### config.mk
export PLATFORM = sky130hd
export DESIGN_NAME = range_lock_detector
export DESIGN_NICKNAME = d
export VERILOG_FILES = /design/src/rtl/range_lock_detector.sv
export SDC_FILE = /design/constraint.sdc
export NUM_CORES = 1
export LEC_CHECK = 0
export BUFFER_PORTS_ARGS = -buffer_cell sky130_fd_sc_hd__buf_4
export CAP_MARGIN = 20
export CORE_UTILIZATION = 68
export CTS_CLUSTER_SIZE = 24
export DETAILED_ROUTE_END_ITERATION = 10
export PLACE_DENSITY_LB_ADDON = 0.1
export SETUP_SLACK_MARGIN = 0.5
export SYNTH_ARGS = -nofsm -noshare
export SYNTH_HDL_FRONTEND = slang
export SYNTH_SLANG_ARGS = --single-unit
export TNS_END_PERCENT = 100
### constraint.sdc
create_clock -name clk -period 3.6 [get_ports clk]
set_input_delay 0.18 -clock clk [delete_from_list [all_inputs] [get_ports clk]]
set_output_delay 0.18 -clock clk [all_outputs]
set_load 0.03 [all_outputs]
### src/rtl/range_lock_detector.sv
// Per-channel window detector with a hit/miss hysteresis lock FSM.
// Stage 1 registers the window hits; the FSM consumes them one cycle later.
module range_lock_detector #(
    parameter int unsigned W       = 16,
    parameter int unsigned N       = 4,
    parameter int unsigned HOLD    = 8,
    parameter int unsigned RELEASE = 4,
    localparam int unsigned IW     = (N > 1) ? $clog2(N) : 1
) (
    input  logic            clk,
    input  logic            resetn,
    input  logic            in_valid,
    input  logic [W-1:0]    x,
    input  logic [N*W-1:0]  centers,
    input  logic [W-1:0]    tol,
    output logic            out_valid,
    output logic [N-1:0]    in_range,
    output logic            locked,
    output logic [IW-1:0]   lock_idx
);

    localparam int unsigned MaxCnt = (HOLD > RELEASE) ? HOLD : RELEASE;
    localparam int unsigned CW     = $clog2(MaxCnt + 1);

    typedef logic [CW-1:0] cnt_t;
    localparam cnt_t HoldC  = cnt_t'(HOLD);
    localparam cnt_t RelC   = cnt_t'(RELEASE);
    localparam cnt_t CntOne = cnt_t'(1);
    localparam cnt_t CntMax = {CW{1'b1}};

    typedef enum logic [1:0] {StIdle, StTrack, StLocked} state_e;

    // Two guard bits keep center +/- tol from wrapping at the W-bit extremes.
    logic signed [W+1:0] xe;
    logic signed [W+1:0] te;
    logic [N-1:0]        hit;

    assign xe = {{2{x[W-1]}}, x};
    assign te = {2'b00, tol};

    for (genvar g = 0; g < N; g++) begin : g_ch
        logic signed [W+1:0] ce;
        logic signed [W+1:0] lo;
        logic signed [W+1:0] hi;
        assign ce     = {{2{centers[g*W+W-1]}}, centers[g*W +: W]};
        assign lo     = ce - te;
        assign hi     = ce + te;
        assign hit[g] = (xe >= lo) && (xe <= hi);
    end

    logic         out_valid_q;
    logic [N-1:0] in_range_q;

    always_ff @(posedge clk or negedge resetn) begin
        if (!resetn) begin
            out_valid_q <= 1'b0;
            in_range_q  <= '0;
        end else begin
            out_valid_q <= in_valid;
            in_range_q  <= in_valid ? hit : '0;
        end
    end

    assign out_valid = out_valid_q;
    assign in_range  = in_range_q;

    logic [IW-1:0] first_idx;
    logic          any_hit;

    always_comb begin
        first_idx = '0;
        any_hit   = |in_range_q;
        for (int i = int'(N) - 1; i >= 0; i--) begin
            if (in_range_q[i]) first_idx = IW'(i);
        end
    end

    state_e        state_q, state_d;
    logic [IW-1:0] cand_q, cand_d;
    cnt_t          hcnt_q, hcnt_d;
    cnt_t          mcnt_q, mcnt_d;
    cnt_t          hcnt_inc, mcnt_inc;
    logic          cand_hit;

    always_ff @(posedge clk or negedge resetn) begin
        if (!resetn) begin
            state_q <= StIdle;
            cand_q  <= '0;
            hcnt_q  <= '0;
            mcnt_q  <= '0;
        end else begin
            state_q <= state_d;
            cand_q  <= cand_d;
            hcnt_q  <= hcnt_d;
            mcnt_q  <= mcnt_d;
        end
    end

    assign cand_hit = in_range_q[cand_q];
    assign hcnt_inc = (hcnt_q == CntMax) ? hcnt_q : hcnt_q + CntOne;
    assign mcnt_inc = (mcnt_q == CntMax) ? mcnt_q : mcnt_q + CntOne;

    always_comb begin
        state_d = state_q;
        cand_d  = cand_q;
        hcnt_d  = hcnt_q;
        mcnt_d  = mcnt_q;
        if (out_valid_q) begin
            unique case (state_q)
                StIdle: begin
                    if (any_hit) begin
                        cand_d  = first_idx;
                        hcnt_d  = CntOne;
                        mcnt_d  = '0;
                        state_d = (HOLD == 1) ? StLocked : StTrack;
                    end
                end
                StTrack: begin
                    if (cand_hit) begin
                        hcnt_d = hcnt_inc;
                        if (hcnt_inc >= HoldC) begin
                            state_d = StLocked;
                            mcnt_d  = '0;
                        end
                    end else if (any_hit) begin
                        cand_d = first_idx;
                        hcnt_d = CntOne;
                    end else begin
                        state_d = StIdle;
                        hcnt_d  = '0;
                    end
                end
                StLocked: begin
                    if (cand_hit) begin
                        mcnt_d = '0;
                    end else begin
                        mcnt_d = mcnt_inc;
                        // Release lands in IDLE; re-acquisition waits for the next sample.
                        if (mcnt_inc >= RelC) begin
                            state_d = StIdle;
                            hcnt_d  = '0;
                            mcnt_d  = '0;
                        end
                    end
                end
                default: state_d = StIdle;
            endcase
        end
    end

    always_comb begin
        locked   = (state_q == StLocked);
        lock_idx = (state_q == StIdle) ? '0 : cand_q;
    end

endmodule
---- Word level (Yosys, flattened, before mapping) ----
Cells that the tools add are included.
storage, ports and cells
  register bits ........................... 17
  bits of input ports ..................... 99
  output and inout port bits .............. 8
  word-level logic and storage cells ...... 83
cells by class
  $add $sub $neg .......................... 10
  magnitude comparators ................... 11
  equality and inequality tests ........... 12
  mux-type cells .......................... 32
  reduce and logical (&&, ||, !) cells .... 12
operator list
  operator             count
  $add 16x17->18       4
  $ge 16x18->1         4
  $le 16x18->1         4
  $sub 16x17->18       4
  $mux 4               12
  $mux 2               13
  $pmux 4 s3           2
  $ne 2x2->1 const B   5
  $reduce_and 5->1     2
  $add 4x1->4 const B  2
  $eq 4x4->1 const B   2
  $ne 3x3->1 const B   2
  $pmux 2 s3           1
  $reduce_and 6->1     1
  $ge 4x3->1 const B   1
  $ge 4x4->1 const B   1
  $logic_and 1x1->1    4
  $pmux 2 s2           1
  $reduce_or 4->1      1
  $lt 2x3->1 const B   1
  $reduce_and 3->1     1
  $reduce_bool 3->1    1
  $bmux 1 s2           1
  $eq 2x1->1 const B   1
  5 further kinds      6

---- Depth between registers and ports, before layout ----
  depth in word-level cells ............... 7
  gate-level depth with buffers ........... 18
  mapped depth without buffers ............ 18

---- Worst setup path after synthesis ----
Ideal clock, no wire load.
  kind .................................... input port to flip-flop
  start ................................... input port tol[2]
  end ..................................... register in_range_q[3], in the netlist in_range[3]
  setup time .............................. 104 ps
  data arrival time ....................... 3,311 ps
  data required time ...................... 3,496 ps
  slack ................................... 186 ps
  cell stages on the path ................. 18
  buffers on the path ..................... 1
  cells stage by stage .................... inv_1 > ha_1 > buf_6 > nor2b_4 > o21ai_2 > nand2_2 > a2111o_1 > a41o_1 > o41ai_2 > xnor2_1 > ha_1 > nand4_1 > or2_2 > nor2_1 > o31ai_1 > nor4bb_1 > xnor2_1 > a221oi_1
on the way
  cells in the longest elaborated chain, start to end .. 4
  elaborated cells on any way between the ends .. 6
  classes of those cells .................. add/sub: 2; order compare: 2; mux: 1; reduce/logical: 1
ends and longest elaborated chain
  what                                              line    RTL
  start: declaration                                15      input logic [W-1:0] tol,
  $sub 16x17->18 or $add 16x17->18 (tied branches)  46, 47
  $ge 16x18->1 or $le 16x18->1 (tied branches)      48      assign hit[g] = (xe >= lo) && (xe <= hi);
  $logic_and 1x1->1 *                               48
  $mux 4 *                                          60      in_range_q <= in_valid ? hit : '0;
  end signal: assignment                            60
  end: declaration                                  52      logic [N-1:0] in_range_q;
Every way passes the cells marked *; elsewhere a longest branch is shown, timed or not.
A chain may end at the register's enable or synchronous reset.

---- Final worst setup path ----
  start ................................... input port tol[0]
  end ..................................... register in_range_q[3], in the netlist in_range[3]
The elaborated chain is that of the path after synthesis.

==> results by group <==
Power and ir drop
  – Power per cell area: 260.5 mW/mm^2
  – Combinational share of power: 84.7%
  – Switch share: 50.84%
  – P_int: 1641 uW
  – Psw: 1697 uW
  – Flop pwr share: 8.3%
  – Clk pwr share: 7.0%
  – Leakage: 0.006219 uW
  – Power, Total: 3337 uW
  – VDD IR max: 0.2384 mV

Floorplan
  – Ports: 107
  – DIE AREA: 0.01614 mm^2
  – Die Height: 127.1 um
  – Width of the die: 127.1 um
  – Initial core utilization: 69.69%
  – Core area: 0.01526 mm^2
  – Std-Cell Rows: 45

Global routing
  – Total Routing Usage GR: 40.38%
  – Largest net degree at the start of global routing: 25
  – First-pass GRT wire length: 52,530 um
  – Initial antenna violation count: 0
  – Overflow after GRT: 0
  – Vias in the first global route: 11,390

Routing
  – DR WL/cell: 19.23 um
  – Drt pass-1 iters: 5
  – WL final: 34,110 um
  – Vias: 11,680
  – Detail Route Antenna Nets: 0
  – Vias per cell: 6.586
  – Iteration-0 DRC Markers: 718
  – # DRC: 0

Critical path
  – Most used cell along the critical path: buf_6
  – R2R depth: 4
  – Worst stage delay on the critical path: 0.39 ns
  – Buf/Inv on CP: 3
  – CP required: 3.77 ns
  – Crit start category: primary input
  – RR Startpoint: in_range[3]
  – CP Class: primary input to register
  – Crit path max fanout: 7
  – Crit-path cells: buf_12 -> buf_6 -> ha_4 -> fa_2 -> nor2b_4 -> o21ai_2 -> nand2_2 -> buf_6 -> a311oi_2 -> o41ai_2 -> a21oi_1 -> xor2_1 -> ha_2 -> nand4_1 -> or2_4 -> nor2_4 -> o31ai_2 -> nor4bb_4 -> xnor2_1 -> a221oi_2
  – Worst path arrival time: 3.68 ns
  – Worst Setup End Kind: register
  – CP max stage cell: fa_2
  – R2R Path End: state_q[0]
  – CP delay by family, top: compound AO/OA/AOI/OAI gates
  – Register-to-register setup slack: 1.25 ns

Final layout
  – Layout Nets: 1,956
  – Share of post-route cells with drive strength above 1: 20.15%
  – Most common cell after layout, fill and taps aside: ha_1
  – Area delta synth->final: 20.48%
  – # fillers: 999
  – Core Util, Final: 83.97%
  – Ant diodes: 0
  – Non-filler instance count after layout: 1,774
  – Most frequent cells in the layout: ha_1 (279), buf_4 (202), nor2_1 (122), a21oi_1 (120), inv_1 (103)

Timing
  – Total negative setup slack: 0 ns
  – Relative slew slack: 39.12%
  – Final setup margin: 0.09232 ns
  – Final Hold Viols: 0
  – RSZ-0062 raised after global routing: true
  – Final setup viols: 0
  – Fmax: 285.1 MHz
  – Crit path time final: 3.508 ns
  – Worst-Margin Slew: 0.9054 ns
  – Period Utilization, post-route: 97.44%
  – Final Max Tran Viols: 0
  – Skew final: 0.01243 ns

Clock network
  – H-tree depth: 1
  – CTS tree: built
  – Cts bufs inserted: 3
  – Skew-Pair Late Insertion Delay: 0.26 ns
  – Worst-case clock buffer depth: 2
  – Clock sink total: 17
  – Clock Pin Slew Worst Setup and Hold Paths: 0.06 ns
  – Root Buffer: clkbuf_16

Synth
  – Simple-gate share of the synthesized area: 18.92%
  – Post-synthesis cell area: 0.01063 mm^2
  – Primary FF master, synth: dfrtp_1
  – Combinational family with the most area after synthesis: adder cells
  – Post-synth EDFFs: 0
  – Yosys warnings: 0
  – Syn_nets: 1,781
  – Flops & latches, synth: 17
  – Cells after Synth: 1,389
  – Complex-gate fraction of the synthesized area: 26.57%
  – Sequential area share after synthesis: 4.000%
  – Adder-Cell Fraction of Synth Area: 35.04%
  – Average size of a mapped cell: 7.656 um^2
  – Mux cell area share after synthesis: 1.212%
  – Xor/xnor share of the synthesized area: 8.401%
  – Post-synth ARST share: 100.0%
  – Netlist cell types: 89

Worst hold path
  – Hold Startpoint: in_valid
  – HP Class: primary input to register
  – Hold Path Sink: out_valid
  – Cell count of the worst hold path: 1

Placed design
  – Gpl congestion: 0.9715
  – Port buffer count: 106
  – Hpwl dp: 27,260 um
  – Place WS: -0.3158 ns
  – Placed insts: 1,753

Job
  – Max-Cap Viols: 0

Run status
  – Outcome: completed
==> Yosys cell counts (12+ instances only) <==
cell type  count  share of area [%]
nand2b_1      28                1.6
o21ai_0       71                3.3
inv_1        107                3.8
nor3_1        39                1.8
xor2_1        28                2.3
nand3_1       17               0.80
dfrtp_1       17                4.0
or3_1         12               0.71
nand2_1       57                2.0
nand4_1       31                1.8
a211oi_1      12               0.85
ha_1         285                 34
buf_2         12               0.56
xnor2_1       74                6.1
a21oi_1      125                5.9
nor2b_1       35                2.1
nor2_1       124                4.4
o21bai_1      13               0.92
a31oi_1       16               0.94
a21o_1        56                4.0
clkbuf_1      24               0.85
==> logic make-up after synthesis <==
family	Yosys count
mux	11
xor+xnor	102
simple gates	394
flops	17
compound gates	419
buf+inv	153
fa+ha+maj	293
==> final cells by class <==
cell class / instances / area, um^2 / area share [%]
tap: 211 / 264.0 / 2.061
multi-input combinational: 1219 / 9962 / 77.75
inverter: 111 / 432.9 / 3.379
sequential: 17 / 425.4 / 3.320
clock buffer: 4 / 78.83 / 0.6152
timing repair buffer: 212 / 1649 / 12.87
==> worst max path at each step <==
stage                 from           to  slack [ns]  cells past startpoint
floorplan           tol[2]  in_range[3]        0.37                     18
global placement    tol[0]  in_range[1]       -0.30                     18
detailed placement  tol[5]  in_range[3]       -0.32                     18
CTS                 tol[0]  in_range[3]        0.12                     19
global route        tol[4]  in_range[1]       -0.04                     18
finish              tol[0]  in_range[3]        0.09                     20
==> per-layer routing <==
metal	wire, um	GRT usage (%)
met5	0	0
met4	1932	21.01
met3	2447	4.648
met2	16560	73.59
met1	13170	46.34
==> state kept, by name (all words and copies together), names as in the netlist <==
signal / flops
hcnt_q: 4
in_range: 4
mcnt_q: 4
out_valid: 1
state_q: 2
cand_q: 2
==> power groups by stage <==
stage | logic, uW | registers, uW | clock network, uW
floorplan | 1800 | 281 | 0
global placement | 2490 | 274 | 0
detailed placement | 2600 | 279 | 0
CTS | 2680 | 275 | 232
global route | 3090 | 283 | 240
finish | 2830 | 277 | 235
==> repair_timing <==
action / CTS / global route
setup endpoints to repair: 4 / 4
hold buffers: 1 / 0
setup buffers: 11 / 5
resized for setup: 35 / 40
endpoints found under the hold margin: 17 / 0
pin swaps: 34 / 34
==> metrics by stage <==
stage	hold slack (ns)	area (um^2)
final	0.04606	12810
after floorplan	-0.1156	10720
after CTS	0.04703	12590
after global placement	0.06367	12250
after detailed placement	0.06485	12250
after global routing	0.04270	12810
Power figures use the tool's default switching activity.
